**src/rtl/gate_pkg.sv**
```systemverilog
// Shared types and the per-bit fold operator for the gate reduction datapath.
// Combinational helpers only; no latency or flow control lives here.
// NAND folds as AND; the inversion is applied once when the result is emitted.
package gate_pkg;

  typedef enum logic [1:0] {
    OP_AND  = 2'd0,
    OP_OR   = 2'd1,
    OP_XOR  = 2'd2,
    OP_NAND = 2'd3
  } gate_op_t;

  typedef enum logic [1:0] {
    IDLE = 2'd0,
    ACC  = 2'd1,
    OUT  = 2'd2
  } gr_state_t;

  function automatic logic gate_fold(input logic a, input logic b, input gate_op_t op);
    logic r;
    case (op)
      OP_OR:   r = a | b;
      OP_XOR:  r = a ^ b;
      default: r = a & b;
    endcase
    return r;
  endfunction

endpackage

```
**src/rtl/gate_alu.sv**
```systemverilog
// Bitwise fold of two operands with the selected gate operator.
// Purely combinational, zero latency.
// No flow control; the caller qualifies when the result is used.
module gate_alu
  import gate_pkg::*;
#(
  parameter int WIDTH = 8
) (
  input  logic [WIDTH-1:0] a,
  input  logic [WIDTH-1:0] b,
  input  gate_op_t         op,
  output logic [WIDTH-1:0] y
);

  always_comb begin
    y = '0;
    for (int i = 0; i < WIDTH; i++) begin
      y[i] = gate_fold(a[i], b[i], op);
    end
  end

endmodule

```
**src/rtl/gate_reduce_unit.sv**
```systemverilog
// Folds a packet of operand beats with AND/OR/XOR/NAND into one registered result.
// Latency: out_valid rises the cycle after the last beat is accepted.
// Backpressure: in_ready drops while a result waits; the result holds until out_ready.
module gate_reduce_unit
  import gate_pkg::*;
#(
  parameter  int WIDTH     = 8,
  parameter  int MAX_BEATS = 16,
  localparam int CW        = $clog2(MAX_BEATS + 1)
) (
  input  logic             clk,
  input  logic             rst_n,
  input  logic [1:0]       op_i,
  input  logic             in_valid,
  output logic             in_ready,
  input  logic [WIDTH-1:0] in_data,
  input  logic             in_last,
  output logic             out_valid,
  input  logic             out_ready,
  output logic [WIDTH-1:0] out_data,
  output logic [CW-1:0]    out_count,
  output logic             out_overflow
);

  localparam logic [CW-1:0] CNT_MAX = CW'(MAX_BEATS);

  gr_state_t        state_q, state_d;
  gate_op_t         op_q, op_d;
  logic [WIDTH-1:0] acc_q, acc_d, fold_y;
  logic [CW-1:0]    cnt_q, cnt_d;
  logic             ovf_q, ovf_d;
  logic             load_out;

  gate_alu #(.WIDTH(WIDTH)) u_fold (
    .a  (acc_q),
    .b  (in_data),
    .op (op_q),
    .y  (fold_y)
  );

  always_comb begin
    state_d   = state_q;
    op_d      = op_q;
    acc_d     = acc_q;
    cnt_d     = cnt_q;
    ovf_d     = ovf_q;
    load_out  = 1'b0;
    in_ready  = 1'b0;
    out_valid = (state_q == OUT);
    case (state_q)
      IDLE: begin
        in_ready = rst_n;
        if (in_valid && rst_n) begin
          acc_d = in_data;
          op_d  = gate_op_t'(op_i);
          cnt_d = CW'(1);
          ovf_d = 1'b0;
          if (in_last) begin
            state_d  = OUT;
            load_out = 1'b1;
          end else begin
            state_d = ACC;
          end
        end
      end
      ACC: begin
        in_ready = rst_n;
        if (in_valid && rst_n) begin
          acc_d = fold_y;
          // Count saturates; a beat arriving at the cap marks the packet overflowed.
          cnt_d = (cnt_q == CNT_MAX) ? cnt_q : cnt_q + CW'(1);
          ovf_d = ovf_q | (cnt_q == CNT_MAX);
          if (in_last) begin
            state_d  = OUT;
            load_out = 1'b1;
          end
        end
      end
      OUT: begin
        if (out_ready) state_d = IDLE;
      end
      default: state_d = IDLE;
    endcase
  end

  always_ff @(posedge clk) begin
    if (!rst_n) begin
      state_q      <= IDLE;
      op_q         <= OP_AND;
      acc_q        <= '0;
      cnt_q        <= '0;
      ovf_q        <= 1'b0;
      out_data     <= '0;
      out_count    <= '0;
      out_overflow <= 1'b0;
    end else begin
      state_q <= state_d;
      op_q    <= op_d;
      acc_q   <= acc_d;
      cnt_q   <= cnt_d;
      ovf_q   <= ovf_d;
      if (load_out) begin
        out_data     <= (op_d == OP_NAND) ? ~acc_d : acc_d;
        out_count    <= cnt_d;
        out_overflow <= ovf_d;
      end
    end
  end

endmodule

```
**config.mk**
```make
export PLATFORM = sky130hd
export DESIGN_NAME = gate_reduce_unit
export DESIGN_NICKNAME = d
export VERILOG_FILES = /design/src/rtl/gate_pkg.sv /design/src/rtl/gate_alu.sv /design/src/rtl/gate_reduce_unit.sv
export SDC_FILE = /design/constraint.sdc
export NUM_CORES = 1
export LEC_CHECK = 0
export ABC_AREA = 1
export CORE_MARGIN = 5
export CORE_UTILIZATION = 55
export CTS_CLUSTER_DIAMETER = 60
export CTS_CLUSTER_SIZE = 12
export DETAILED_ROUTE_END_ITERATION = 8
export PLACE_DENSITY_LB_ADDON = 0.12
export SYNTH_ARGS = -nofsm -noshare
export SYNTH_HDL_FRONTEND = slang
export SYNTH_SLANG_ARGS = --single-unit
```
**constraint.sdc**
```tcl
create_clock -name clk -period 1.9 [get_ports clk]
set_clock_uncertainty 0.15 [all_clocks]
set_input_delay 0.38 -clock clk [delete_from_list [all_inputs] [get_ports clk]]
set_output_delay 0.38 -clock clk [all_outputs]
set_load 0.005 [all_outputs]
```
==> out/qor.txt, run 1 <==
Yosys cell types -> 31
Peak supply drop -> 0.4447 mV
Area post-placement -> 0.002743 sq mm
R2R setup slack -> 120 ps
Area leader, netlist -> dfxtp_1
Share of cells above drive strength 1 -> 0.1816
Status -> complete, no violations
Synth-to-Final Area Change -> 31.20%
Hold Path End -> out_count[0]
Fin area -> 0.002878 sq mm
Share of the synthesized area in the top cell type -> 0.2921
Setup violations, final -> 0
Worst-case reg-to-reg path depth -> 11
Max-cap violations -> 0
Final wirelength -> 6.049 mm
Crit path kind -> input pin to flip-flop
FILL cells -> 324
Synth Area per Inst -> 6.626 sq um
Required time of the critical path -> 1930 ps
Min-delay src -> out_count[0]
DR DRC count -> 0
Reg clk slew, reported paths -> 70 ps
Vias in the first global route -> 2174
Final std cells w/o fill -> 441
1st-iter DRT viols -> 264
Reg2reg end -> out_data[3]
TritonCTS Buffers -> 5
Die width -> 73.15 um
Placed Cells -> 432
Top cells by area, synth -> dfxtp_1 (29%), nand2_1 (20%), ha_1 (11%)
Clock sinks -> 32
Fmax -> 553.9 MHz
Initial Util -> 0.5563
Die area -> 0.005351 sq mm
Most common library cells after synthesis -> nand2_1 (115), inv_1 (36), dfxtp_1 (32)
Slew Limit Fails -> 0
First-pass GRT wire length -> 10.16 mm
Wire length per cell -> 13.72 um
Post-synthesis async set-or-reset flop share -> 0
Reg area -> 644.4 sq um
Critical path's top delay family -> simple AND/OR/NAND/NOR gates
Vias -> 2289
Count of yosys warnings during synthesis -> 0
Detailed Place HPWL -> 4.405 mm
Number of synthesized register bits -> 32
Critical Path Max Stage Delay -> 500 ps
Post-CTS setup buffers -> 0
Reg-to-Reg Start -> op_q[0]
CTS tree -> yes
Dpl ws -> -301.2 ps
Crit-path max FO -> 2
Power per cell area -> 604.0 mW/mm^2
Initial antenna violation count -> 0
Most frequent CP cell -> nand2_1
Seq/Total Area, Yosys -> 0.2921
Cells after Synth -> 331
GP Congestion -> 0.8769
Post-route setup slack -> 94.74 ps
Clk Latency, worst-skew pair -> 290 ps
Worst setup SP type -> input pin
Syn Nets -> 366
Rel. slew slack -> 0.7346
Core footprint -> 0.003943 sq mm
CTS root buffer -> clkbuf_8
H-tree depth -> 2
Most frequent cell after synthesis -> nand2_1
Worst Hold Class -> flip-flop to flip-flop
Final worst-path cycle share -> 0.9501
Row cnt -> 23
Die Y -> 73.15 um
I/O pin count -> 31
Cell Area, Synth -> 0.002193 sq mm
Remaining antenna violation count -> 0
Least-Margin Pin Slew -> 398.1 ps
Critical path cell sequence -> clkdlybuf4s50_1 -> inv_1 -> ha_1 -> nand2_1 -> nand2_1 -> nand2_1 -> nand2_1 -> nand2_1 -> nand2_2 -> nand2_2 -> nand2_1 -> nand3_1 -> nand2_1
Main synth FF type -> dfxtp_1
Inserted Diodes -> 0
Nets -> 425
Critical path buffers and inverters -> 2
Total gr overflow -> 0
Leak -> 0.001428 uW
Worst Hold Path Cells -> 2
Via density -> 5.190
Total GRT Usage -> 0.2467
CP max-delay cell -> clkdlybuf4s50_1
Port bufs -> 30
Period minus WS final -> 1805 ps
Setup crit end kind -> flip-flop
Clock buffer depth -> 2
Final hold viol count -> 0
DR pass1 iterations -> 5
EDFF count, synth -> 0
Multi-input logic area -> 0.001338 sq mm
Arrival @ worst endpoint -> 1830 ps
Final Core Density -> 0.7299
Hold slack -> 321.6 ps
Largest net degree at the start of global routing -> 18
[metrics by stage]
step	setup TNS, ps	total power, uW
6_report	0	1738
5_1_grt	-24.72	1825
4_1_cts	0	1724
3_5_place_dp	-5429	1178
3_3_place_gp	-4749	1167
2_1_floorplan	0	989.8
[repair_timing]
| item | CTS | global route |
|---|---|---|
| hold buffers | 0 | 0 |
| setup endpoints to repair | 2 | 20 |
| gates cloned | 0 | 1 |
| resized for setup | 5 | 11 |
| endpoints found under the hold margin | 0 | 0 |
| pin swaps | 0 | 1 |
[layout make-up]
type	count	share of cell area
clock inverters	2	0.003478
clock buffers	6	0.02870
multi-input cells	243	0.4648
inverters	44	0.05913
repair buffers	64	0.1983
well taps	50	0.02174
flip-flops and latches	32	0.2239
[flip-flops by register name, indices dropped and copies added, names as in the netlist]
signal        cells
op_q              2
acc_q             8
state_q           2
ovf_q             1
cnt_q             5
out_count         5
out_data          8
out_overflow      1
[cell families after synthesis]
family                   share of synthesized area
AO/OA/AOI/OAI                              0.09185
XOR/XNOR                                  0.003994
adder cells (fa/ha/maj)                     0.1141
buffers and inverters                       0.1147
flip-flops                                  0.2921
AND/OR/NAND/NOR                             0.3833
[worst max-delay path by stage]
stage	slack (ps)	cells past startpoint	endpoint	startpoint
after floorplan	230	12	out_data[7]	op_q[0]
after global placement	-280	4	in_ready	rst_n
after detailed placement	-300	4	in_ready	rst_n
after CTS	9	4	in_ready	rst_n
after global routing	-20	13	out_data[5]	in_data[5]
final	90	13	out_data[6]	in_data[6]
[cell usage in the layout, fill, tap and decap left out]
cell type          n
nand2_1          107
nor2_8             1
inv_2              5
clkinv_2           2
nand2_8            1
nand2_4            2
nand2_2           10
nand3_1           31
a21boi_1           8
dfxtp_1           31
xor2_1             1
or2_1              1
inv_4              2
ha_2               1
clkdlybuf4s50_1   26
nand3b_4           1
nand3b_2           1
a31oi_1            1
a21oi_1           12
nor2_4             1
and2_1             1
nor2_1            24
o211ai_1           1
buf_12             1
dfxtp_4            1
clkbuf_8           6
inv_1             36
clkinv_1           1
nand4_1            3
buf_4             33
dlymetal6s2s_1     2
nor3_4             1
nor2_2             2
o21ai_1           10
dlygate4sd2_1      2
o31ai_1            1
ha_1              19
o21ai_0            2
[routing by layer]
metal | vias to the layer above | wire length [um] | global-route usage
met3 | 13 | 411 | 0.05510
met5 | - | 0 | 0
met4 | 0 | 85 | 0.06557
met2 | 83 | 2706 | 0.3913
met1 | 1039 | 2846 | 0.3370
li1 | 1154 | - | -
[power by group]
part	internal (uW)	switching, uW	leakage [uW]
sequential	703	25.2	0.000262
combinational	199	257	0.00112
clock	289	265	0.0000510
[tightest hold or removal path, delay by kind of cell (launching register included)]
| kind | cells | cell delay [ps] |
|---|---|---|
| flip-flops | 1 | 310 |
| AND/OR/NAND/NOR | 2 | 120 |
Note: power is estimated with default switching activity, not from simulation.
==> run 2: changes to the inputs <==
--- a/config.mk
+++ b/config.mk
@@ -7,7 +7,7 @@
 export LEC_CHECK = 0
 export ABC_AREA = 1
 export CORE_MARGIN = 5
-export CORE_UTILIZATION = 55
+export CORE_UTILIZATION = 50
 export CTS_CLUSTER_DIAMETER = 60
 export CTS_CLUSTER_SIZE = 12
 export DETAILED_ROUTE_END_ITERATION = 8
==> run 2 against run 1 <==
Clock power grew 4.5%. Final cell count is the same. Sequential share of layout area grew 0.17 points. Largest power group unchanged. Cell area shrank 0.74%. First-iteration DRC count shrank 36%.
==> out/qor.txt, run 2 (synthesized netlist as in run 1, its figures left out) <==
Port bufs -> 30
Crit path kind -> input pin to primary output
# hold bufs at CTS -> 0
Clock buffer depth -> 2
Final hold viol count -> 0
Critical path's top delay family -> buffers and inverters
Wire length per cell -> 12.84 um
Worst setup SP type -> input pin
Critical Path Max Stage Delay -> 510 ps
CTS tree -> yes
Min-delay src -> out_count[0]
Detailed Place HPWL -> 4.156 mm
Inserted Diodes -> 0
DR DRC count -> 0
Largest net degree at the start of global routing -> 24
Required time of the critical path -> 1370 ps
Final std cells w/o fill -> 441
Total gr overflow -> 0
Power Total -> 1742 uW
Reg clk slew, reported paths -> 60 ps
Slew Limit Fails -> 0
Worst Hold Class -> flip-flop to flip-flop
TritonCTS Buffers -> 5
CTS root buffer -> clkbuf_8
Synth-to-Final Area Change -> 30.23%
Least-Margin Pin Slew -> 364.6 ps
Share of cells above drive strength 1 -> 0.1671
Crit-path max FO -> 3
Rel. slew slack -> 0.7569
RSZ-0062 raised after global routing -> false
Status -> complete, no violations
FILL cells -> 405
Critical path cell sequence -> dlygate4sd2_1 -> inv_2 -> nor2_2 -> clkdlybuf4s50_1
Clock sinks -> 32
Initial antenna violation count -> 0
Die width -> 76.23 um
Final Core Density -> 0.6652
Setup crit end kind -> primary output
Total GRT Usage -> 0.2015
Row cnt -> 24
Die Y -> 76.23 um
Clk Latency, worst-skew pair -> 290 ps
Core footprint -> 0.004294 sq mm
Leak -> 0.001441 uW
Peak supply drop -> 0.5947 mV
Setup violations, final -> 0
Final wirelength -> 5.663 mm
Vias -> 2250
Vias in the first global route -> 2149
Commonest cells after routing, fill and taps aside -> nand2_1 (112), inv_1 (36), buf_4 (34), nand3_1 (31), dfxtp_1 (31)
Biggest regs -> acc_q (8), out_data (8)
Final worst-path cycle share -> 0.9636
Remaining antenna violation count -> 0
I/O pin count -> 31
Arrival @ worst endpoint -> 1300 ps
Most common cell after layout, fill and taps aside -> nand2_1
Via density -> 5.102
Reg area -> 644.4 sq um
Placed Cells -> 433
Period minus WS final -> 1831 ps
Multi-input logic area -> 0.001316 sq mm
Nets -> 424
First-pass GRT wire length -> 9.729 mm
Max-cap violations -> 0
H-tree depth -> 2
Reg-to-Reg Start -> op_q[0]
Setup crit start -> rst_n
Critical path buffers and inverters -> 3
CP max-delay cell -> clkdlybuf4s50_1
DR pass1 iterations -> 4
Initial Util -> 0.5108
1st-iter DRT viols -> 170
Die area -> 0.005811 sq mm
GP Congestion -> 0.8671
Power per cell area -> 609.8 mW/mm^2
Fmax -> 546.2 MHz
run 2: cell types whose count changed in the layout (fill, tap and decap cells not counted), sizes merged:
cell / before / now
clkbuf: 6 / 7
clkdlybuf4s50: 26 / 25
clkinv: 3 / 1
dlygate4sd2: 2 / 1
dlymetal6s2s: 2 / 4
nor2: 28 / 27
run 2: per-stage QoR:
stage                     worst slack (ps)  hold slack (ps)  TNS (ps)  instance area (sq um)
final                                69.11            320.4         0                   2856
after global routing                 11.36            348.5         0                   2856
after CTS                            10.30            323.5         0                   2834
after detailed placement            -287.0            317.2     -6626                   2725
after global placement              -304.5            310.9     -6539                   2725
after floorplan                      230.6            314.2         0                   2193
run 2: final timing paths:
| check | end | slack, ps | cells past startpoint |
|---|---|---|---|
| hold / removal | out_count[0] | 320 | 2 |
| setup / recovery | in_ready | 70 | 4 |
| setup reg to reg | out_data[3] | 170 | 11 |
| hold reg to reg | out_count[0] | 320 | 2 |
run 2: routing by layer:
| metal | wire length [um] | vias up | GRT usage |
|---|---|---|---|
| met2 | 2582 | 73 | 0.3211 |
| met3 | 404 | 9 | 0.04846 |
| met4 | 84 | 0 | 0.07168 |
| met1 | 2591 | 1014 | 0.2642 |
| met5 | 0 | - | 0 |
| li1 | - | 1154 | - |
run 2: where the power goes:
| group | internal, uW | switching (uW) |
|---|---|---|
| combinational | 198 | 237 |
| clock | 323 | 256 |
| sequential | 703 | 25.4 |
| total | 1220 | 519 |
run 2: area by class of cell:
| type | instances | area share |
|---|---|---|
| well taps | 52 | 0.02278 |
| multi-input cells | 242 | 0.4608 |
| clock buffers | 7 | 0.03373 |
| repair buffers | 64 | 0.1975 |
| flip-flops and latches | 32 | 0.2256 |
| inverters | 44 | 0.05957 |
run 2: worst min-delay path, stage by stage (launching register included):
cell and delay [ps]:
dfxtp_1 310, nand3_1 70, nand2_1 50
run 2: repair_timing:
| action | in CTS | in global routing |
|---|---|---|
| hold endpoints to repair | 0 | 0 |
| setup endpoints to repair | 2 | 13 |
| pin swaps | 0 | 1 |
| gates resized for setup | 4 | 9 |
| buffers inserted | 1 | 0 |
==> run 3: changes to the inputs <==
--- a/config.mk
+++ b/config.mk
@@ -8,9 +8,10 @@
 export ABC_AREA = 1
 export CORE_MARGIN = 5
 export CORE_UTILIZATION = 50
+export CTS_BUF_LIST = sky130_fd_sc_hd__clkbuf_4 sky130_fd_sc_hd__clkbuf_8 sky130_fd_sc_hd__clkbuf_16
 export CTS_CLUSTER_DIAMETER = 60
-export CTS_CLUSTER_SIZE = 12
 export DETAILED_ROUTE_END_ITERATION = 8
+export DONT_BUFFER_PORTS = 1
 export PLACE_DENSITY_LB_ADDON = 0.12
 export SYNTH_ARGS = -nofsm -noshare
 export SYNTH_HDL_FRONTEND = slang
==> run 3 against run 2 <==
Global-route usage decreased by 1.4 points. Clock power about the same. Non-clock buffer count decreased by 57. Die area unchanged. Sequential power about the same. Flip-flop and latch count unchanged. Worst setup slack improved by 150 ps. Critical path type is now flip-flop to flip-flop.
==> out/qor.txt, run 3 (synthesized netlist as in run 1, its figures left out) <==
Setup TNS -> 0 ps
# hold bufs at CTS -> 0
Final std cells w/o fill -> 385
Critical path buffers and inverters -> 2
Wire length per cell -> 13.57 um
Inserted Diodes -> 0
Total gr overflow -> 0
Least-Margin Pin Slew -> 337.1 ps
Critical Path Max Stage Delay -> 410 ps
Core footprint -> 0.004294 sq mm
Setup crit end kind -> flip-flop
Initial antenna violation count -> 0
Die width -> 76.23 um
Final worst-path cycle share -> 0.8866
Status -> complete, no violations
Vias in the first global route -> 1800
Final hold viol count -> 0
Power per cell area -> 692.1 mW/mm^2
Fmax -> 593.7 MHz
Crit path kind -> flip-flop to flip-flop
CTS tree -> yes
TritonCTS Buffers -> 5
Final wirelength -> 5.223 mm
Clk Latency, worst-skew pair -> 290 ps
Setup violations, final -> 0
Remaining antenna violation count -> 0
Slew Limit Fails -> 0
Power Total -> 1612 uW
Required time of the critical path -> 1930 ps
Most frequent CP cell -> nand2_1
Total GRT Usage -> 0.1871
Synth-to-Final Area Change -> 6.218%
Initial Util -> 0.5108
Arrival @ worst endpoint -> 1720 ps
RSZ-0062 raised after global routing -> false
First-pass GRT wire length -> 8.845 mm
Worst Hold Class -> input pin to flip-flop
Detailed Place HPWL -> 3.704 mm
Placed Cells -> 377
Crit-path max FO -> 9
Worst setup SP type -> flip-flop
Peak supply drop -> 0.4375 mV
Period minus WS final -> 1684 ps
Row cnt -> 24
H-tree depth -> 2
I/O pin count -> 31
Nets -> 367
CTS root buffer -> clkbuf_8
Largest net degree at the start of global routing -> 26
GP Congestion -> 0.8622
DR DRC count -> 0
Clock buffer depth -> 2
Clock sinks -> 32
Area post-placement -> 0.002230 sq mm
Critical path's top delay family -> simple AND/OR/NAND/NOR gates
1st-iter DRT viols -> 104
Die Y -> 76.23 um
Biggest regs -> acc_q (8), out_data (8)
Rel. slew slack -> 0.7752
CP max-delay cell -> ha_2
Max-cap violations -> 0
Via density -> 5.036
Die area -> 0.005811 sq mm
Fin area -> 0.002330 sq mm
Port bufs -> 0
DR pass1 iterations -> 4
Leak -> 0.001157 uW
Post-CTS setup buffers -> 0
Reg clk slew, reported paths -> 70 ps
Critical path cell sequence -> inv_1 -> ha_2 -> inv_2 -> nand2_1 -> nand2_1 -> nand2_1 -> nand2_1 -> nand2_1 -> nand2_1 -> nand3_1 -> nand2_1
Share of cells above drive strength 1 -> 0.09910
Vias -> 1939
Commonest cells after routing, fill and taps aside -> nand2_1 (115), inv_1 (36), dfxtp_1 (32), nand3_1 (31), nor2_1 (25)
Most common cell after layout, fill and taps aside -> nand2_1
-- run 3: cell types whose count changed in the layout (fill, tap and decap cells not counted), sizes merged --
| cell | previous run | this run |
|---|---|---|
| dlymetal6s2s | 4 | 0 |
| clkdlybuf4s50 | 25 | 0 |
| buf | 34 | 7 |
| dlygate4sd2 | 1 | 0 |
| clkbuf | 7 | 8 |
-- run 3: cell type report --
cell class	instances	area [sq um]
clock buffers	8	97.59
fillers	438	1964
inverters	44	170.2
multi-input cells	242	1304
flip-flops and latches	32	640.6
well taps	52	65.06
repair buffers	7	52.55
-- run 3: where the power goes --
| group | internal [uW] | switching (uW) | leakage, uW |
|---|---|---|---|
| Sequential | 704 | 25.8 | 0.000261 |
| Clock | 324 | 254 | 0.0000523 |
| Combinational | 106 | 200 | 0.000844 |
-- run 3: timing repair --
action                     in CTS  in global routing
resized for setup               0                  1
setup endpoints to repair       0                  7
hold endpoints to repair        0                  0
-- run 3: per-stage QoR --
stage	util	worst slack (ps)	hold slack, ps
final	0.5425	215.5	77.04
after detailed placement	0.5192	168.7	337.5
after CTS	0.5420	147.1	68.91
after floorplan	-	230.6	314.2
after global placement	0.5192	190.8	334.5
after global routing	0.5425	49.05	56.51
-- run 3: path summary, 6_finish.rpt --
path / startpoint / to / slack (ps) / cells after the start
max: op_q[0] / out_data[7] / 220 / 11
min: rst_n / cnt_q[0] / 80 / 1
max reg2reg: op_q[0] / out_data[7] / 220 / 11
min reg2reg: out_data[0] / out_data[0] / 340 / 2
-- run 3: metal layers --
layer | vias to the layer above | track usage | wire (um)
li1 | 1036 | - | -
met1 | 851 | 0.2670 | 2639
met2 | 45 | 0.2748 | 2214
met3 | 7 | 0.05083 | 310
met4 | 0 | 0.05245 | 60
met5 | - | 0 | 0
-- run 3: worst register-to-register path, cell delays in order, from the launching register on --
cell     delay (ps)
dfxtp_1         330
inv_1            60
ha_2            410
inv_2           110
nand2_1          80
nand2_1          50
nand2_1          70
nand2_1          70
nand2_1          80
nand2_1          50
nand3_1          60
nand2_1          50
==> edit 1: new RTL, flow settings as in run 3 <==
`WIDTH` is set to 8 in 2 places; all go to 6.
--- a/src/rtl/gate_alu.sv
+++ b/src/rtl/gate_alu.sv
@@ -6,3 +6,3 @@
 #(
-  parameter int WIDTH = 8
+  parameter int WIDTH = 6
 ) (
--- a/src/rtl/gate_reduce_unit.sv
+++ b/src/rtl/gate_reduce_unit.sv
@@ -6,3 +6,3 @@
 #(
-  parameter  int WIDTH     = 8,
+  parameter  int WIDTH     = 6,
   parameter  int MAX_BEATS = 16,
Ports: changed (resized in_data and out_data); port bits go from 31 to 27. The function was not compared with the original's and may differ.
==> edit 1 against run 3 <==
Core utilization fell by 0.087 points; final area fell by 16%; total power fell by 24%; worst hold slack improved by 0.0062 ns; routed wire length fell by 24%; area after synthesis fell by 15%; largest power group unchanged; sequential cell count fell by 4; final cell count fell by 11%; setup slack got worse by 0.0064 ns.
==> edit 1: results (changes against run 3) <==
Status: finished, final reports clean (unchanged)
Final GP Congestion: 0.8481 (was 0.8622)
Worst Hold Path Cells: 1 (unchanged)
Dpl cells: 340 (was 377)
Top flop regs: acc_q x6, out_data x6 (was acc_q x8, out_data x8)
Distinct cells, synth: 25 (was 31)
Min-delay worst type: input port to register (unchanged)
Leakage power: 0.9787 nW (was 1.157 nW)
Met3 WL: 197 µm (was 310 µm)
Total CTS buffers: 3 (was 5)
Comb pwr: 0.223 mW (was 0.305 mW)
DR vias/cell: 4.759 (was 5.036)
H-Tree Level Count: 1 (was 2)
Layout cell share with drive strength beyond 1: 8.446% (was 9.910%)
Post-Syn Nets: 324 (was 366)
Psw: 0.3456 mW (was 0.4792 mW)
Number of global-route vias before repair: 1457 (was 1800)
Sw Ratio: 28.16% (was 29.72%)
Clock Tree Buf Depth: 2 (unchanged)
Clock transition at the registers of the reported paths: 0.09 ns (was 0.07 ns)
Power in the clock group: 0.363 mW (was 0.578 mW)
GR Layer Usage met3: 2.841% (was 5.083%)
CP delay by family, top: simple AND/OR/NAND/NOR gates (unchanged)
DP Area: 0.001909 mm² (was 0.002230 mm²)
Vias: 1637 (was 1939)
Part of the Yosys area used for sequential elements: 29.95% (was 29.21%)
M1 GR Usage: 21.20% (was 26.70%)
Top cells by area, synth: dfxtp_1 30%, nand2_1 20%, ha_1 11% (was dfxtp_1 29%, nand2_1 20%, ha_1 11%)
Slowest Stage Delay on Critical Path: 0.38 ns (was 0.41 ns)
Clk_lat worst skew: 0.27 ns (was 0.29 ns)
Worst vdd ir: 0.4803 mV (was 0.4375 mV)
Metal2 WL: 1.870 mm (was 2.214 mm)
Cell types with the highest counts after synthesis: 99 x nand2_1, 40 x inv_1, 31 x nor2_1 (was 115 x nand2_1, 36 x inv_1, 32 x dfxtp_1)
Max-Slew Margin vs Limit: 78.56% (was 77.52%)
First-pass GRT wire length: 6.686 mm (was 8.845 mm)
Largest net degree at the start of global routing: 16 (was 26)
Worst Setup SP: op_q[0]$_SDFF_PN0_ (unchanged)
Initial DRC Count: 122 (was 104)
Top routing layer used: met4 (unchanged)
DRT Pass-1 Iters: 4 (unchanged)
Root buffer cell: clkbuf_8 (unchanged)
Port buffer count: 0 (unchanged)
Final #Nets: 326 (was 367)
Mapped Cells: 295 (was 331)
Post-DP HPWL: 3.201 mm (was 3.704 mm)
R2r worst-path depth: 11 (unchanged)
Crit path DAT: 1.71 ns
WL/cell: 11.49 µm (was 13.57 µm)
Initial antenna violation count: 0 (unchanged)
GRT Overall Usage: 15.82% (was 18.71%)
Yosys warns: 0 (unchanged)
FFs w/ async S/R, synth: 0% (unchanged)
M2 GR Usage: 26.53% (was 27.48%)
Top FF cell, synth: dfxtp_1 (unchanged)
Min-delay src: rst_n (unchanged)
Crit Path Max Fanout: 7 (was 9)
Pre-CTS setup slack: 0.1254 ns (was 0.1687 ns)
Post-Route M1 WL: 1.856 mm (was 2.639 mm)
## edit 1: kinds of logic after synthesis
logic type,Yosys count,share of synthesized area [%]
xor+xnor,2,0.9360
flops,28,29.95
buf+inv,55,12.90
simple gates,157,34.56
fa+ha+maj,16,10.70
compound gates,37,10.96
## edit 1: area by class of cell
cell class / count / area, µm²
clock buffers: 4 / 55.05
well taps: 48 / 60.06
repair buffers: 6 / 45.04
flip-flops and latches: 28 / 561.8
multi-input cells: 212 / 1072
fillers: 382 / 1665
inverters: 46 / 173.9
## edit 1: what timing repair did
item | in CTS | in global routing
setup buffers | 0 | 0
setup endpoints to repair | 0 | 4
resized for setup | 0 | 2
## edit 1: final timing paths
kind / to / slack [ns]
setup reg to reg: out_data[0]$_SDFFE_PN0P_ / 0.21
hold reg to reg: cnt_q[1]$_SDFF_PN0_ / 0.36
setup / recovery: out_data[0]$_SDFFE_PN0P_ / 0.21
hold / removal: cnt_q[3]$_SDFF_PN0_ / 0.08
==> edit 2: new RTL, settings of run 3 <==
Made on the original files. Encoding of `gr_state_t`: now one-hot (3 bits for 3 states).
--- a/src/rtl/gate_pkg.sv
+++ b/src/rtl/gate_pkg.sv
@@ -12,6 +12,6 @@
 
-  typedef enum logic [1:0] {
-    IDLE = 2'd0,
-    ACC  = 2'd1,
-    OUT  = 2'd2
+  typedef enum logic [2:0] {
+    IDLE = 3'b001,
+    ACC  = 3'b010,
+    OUT  = 3'b100
   } gr_state_t;
Check against the original RTL: no difference found for any inputs over 10 cycles, from zero or initial values and one cycle with rst_n low; not proved beyond that.
==> edit 2 against run 3 <==
Routed wire length is 7.0% higher; sequential share of layout area decreased by 0.25 points; global-route usage increased by 0.69 points; sequential cell count increased by 1; area after synthesis rose by 2.1%; die area up 1.8%; setup slack worse by 0.088 ns; final cell count increased by 5.7%; final area is 4.5% higher; core utilization increased by 1.6 points.
Power is not compared: it rests on default switching activity, and its combinational part moved more than twofold at a synthesized area within 25%.
==> edit 2: results (changes against run 3) <==
Hold slack: 0.03369 ns (was 0.07704 ns)
Initial DRC Count: 158 (was 104)
Cell types with the highest counts after synthesis: 111 x nand2_1, 43 x inv_1, 38 x nand3_1 (was 115 x nand2_1, 36 x inv_1, 32 x dfxtp_1)
Yosys warns: 0 (unchanged)
Status: finished, final reports clean (unchanged)
Final wirelength: 5.588 mm (was 5.223 mm)
Clock transition at the registers of the reported paths: 0.07 ns (about the same)
Largest net degree at the start of global routing: 21 (was 26)
Final Setup Violations: 0 (unchanged)
Number of global-route vias before repair: 1893 (was 1800)
Worst vdd ir: 0.4466 mV
Min-delay worst type: input port to register (unchanged)
Crit path DAT: 1.24 ns (was 1.72 ns)
Final #Nets: 389 (was 367)
Top flop regs: acc_q x8, out_data x8 (unchanged)
Antenna Diode Count: 0 (unchanged)
Vias: 2080 (was 1939)
Post-Syn Nets: 384 (was 366)
Leakage power: 1.262 nW
First-pass GRT wire length: 9.335 mm (was 8.845 mm)
Layout cell share with drive strength beyond 1: 11.27% (was 9.910%)
GRT Overall Usage: 19.40% (was 18.71%)
Psw: 1.073 mW
DRT Pass-1 Iters: 4 (unchanged)
H-Tree Level Count: 2 (unchanged)
Final GP Congestion: 0.8247 (was 0.8622)
Crit Path Max Fanout: 7 (was 9)
Top cells by area, synth: dfxtp_1 30%, nand2_1 19%, ha_1 11% (was dfxtp_1 29%, nand2_1 20%, ha_1 11%)
Part of the Yosys area used for sequential elements: 29.51% (was 29.21%)
Post-DP HPWL: 3.930 mm (was 3.704 mm)
DP Area: 0.002320 mm² (was 0.002230 mm²)
Mapped Cells: 349 (was 331)
Distinct cells, synth: 29 (was 31)
Max-Slew Margin vs Limit: 65.95% (was 77.52%)
==> edit 2: stage by stage <==
| step | utilization, % | std cells | setup WS [ns] |
|---|---|---|---|
| after global placement | 53.28 | 399 | 0.1338 |
| final | 55.89 | 407 | 0.1276 |
| after CTS | 55.32 | 407 | 0.02121 |
| after global routing | 55.89 | 407 | 0.02568 |
| after detailed placement | 53.28 | 399 | 0.1147 |
| after floorplan | - | 349 | 0.1494 |
==> edit 2: cell type report <==
class,count,area [µm²]
clock buffer,5,68.82
clock inverter,3,17.52
fill,457,1921
inverter,51,191.4
multi-input combinational,253,1353
sequential,33,663.1
tap,52,65.06
timing repair buffer,10,75.07
==> edit 2: worst paths after layout <==
| path | startpoint | endpoint | cells past startpoint |
|---|---|---|---|
| worst min register to register | out_data[0]$_SDFFE_PN0P_ | out_data[0]$_SDFFE_PN0P_ | 2 |
| worst max register to register | state_q[0]$_SDFFE_PN1P_ | out_data[1]$_SDFFE_PN0P_ | 10 |
| worst max-delay path | state_q[0]$_SDFFE_PN1P_ | in_ready | 5 |
| worst min-delay path | rst_n | state_q[0]$_SDFFE_PN1P_ | 1 |
==> edit 2: critical path, stage by stage (launching register included) <==
cell,delay [ns]
dfxtp_2,0.36
inv_1,0.11
nand3_4,0.13
nand2_2,0.13
inv_2,0.11
nor2_2,0.12
==> edit 2: cell families (layout without fill, tap and decap cells) <==
kind of cell / count (synthesis) / count (layout) / synth area share, %
xor+xnor: 2 / 2 / 0.7827
fa+ha+maj: 20 / 20 / 11.18
simple gates: 190 / 190 / 37.34
flops: 33 / 33 / 29.51
compound gates: 41 / 41 / 10.01
buf+inv: 63 / 69 / 11.18
==> edit 2: timing repair <==
item / 4_1_cts / 5_1_grt
buffers inserted: 0 / 0
endpoints found under the hold margin: 0 / 0
gates resized for setup: 2 / 7
setup endpoints to repair: 1 / 9
==> edit 2: power by group through the flow <==
stage          combinational [mW]  sequential [mW]  clock, mW
2_1_floorplan               0.798            0.859          0
5_1_grt                      1.25            0.888      0.590
3_5_place_dp                 1.05            0.879          0
4_1_cts                      1.05            0.867      0.558
6_report                     1.09            0.872      0.536
3_3_place_gp                 1.04            0.875          0
==> edit 2: layer usage <==
metal | wire length [µm] | GRT usage (%) | vias up
met5 | 0 | 0 | -
met4 | 53 | 5.944 | 0
met3 | 437 | 5.035 | 4
met2 | 2456 | 28.78 | 61
met1 | 2641 | 27.31 | 908
li1 | - | - | 1107
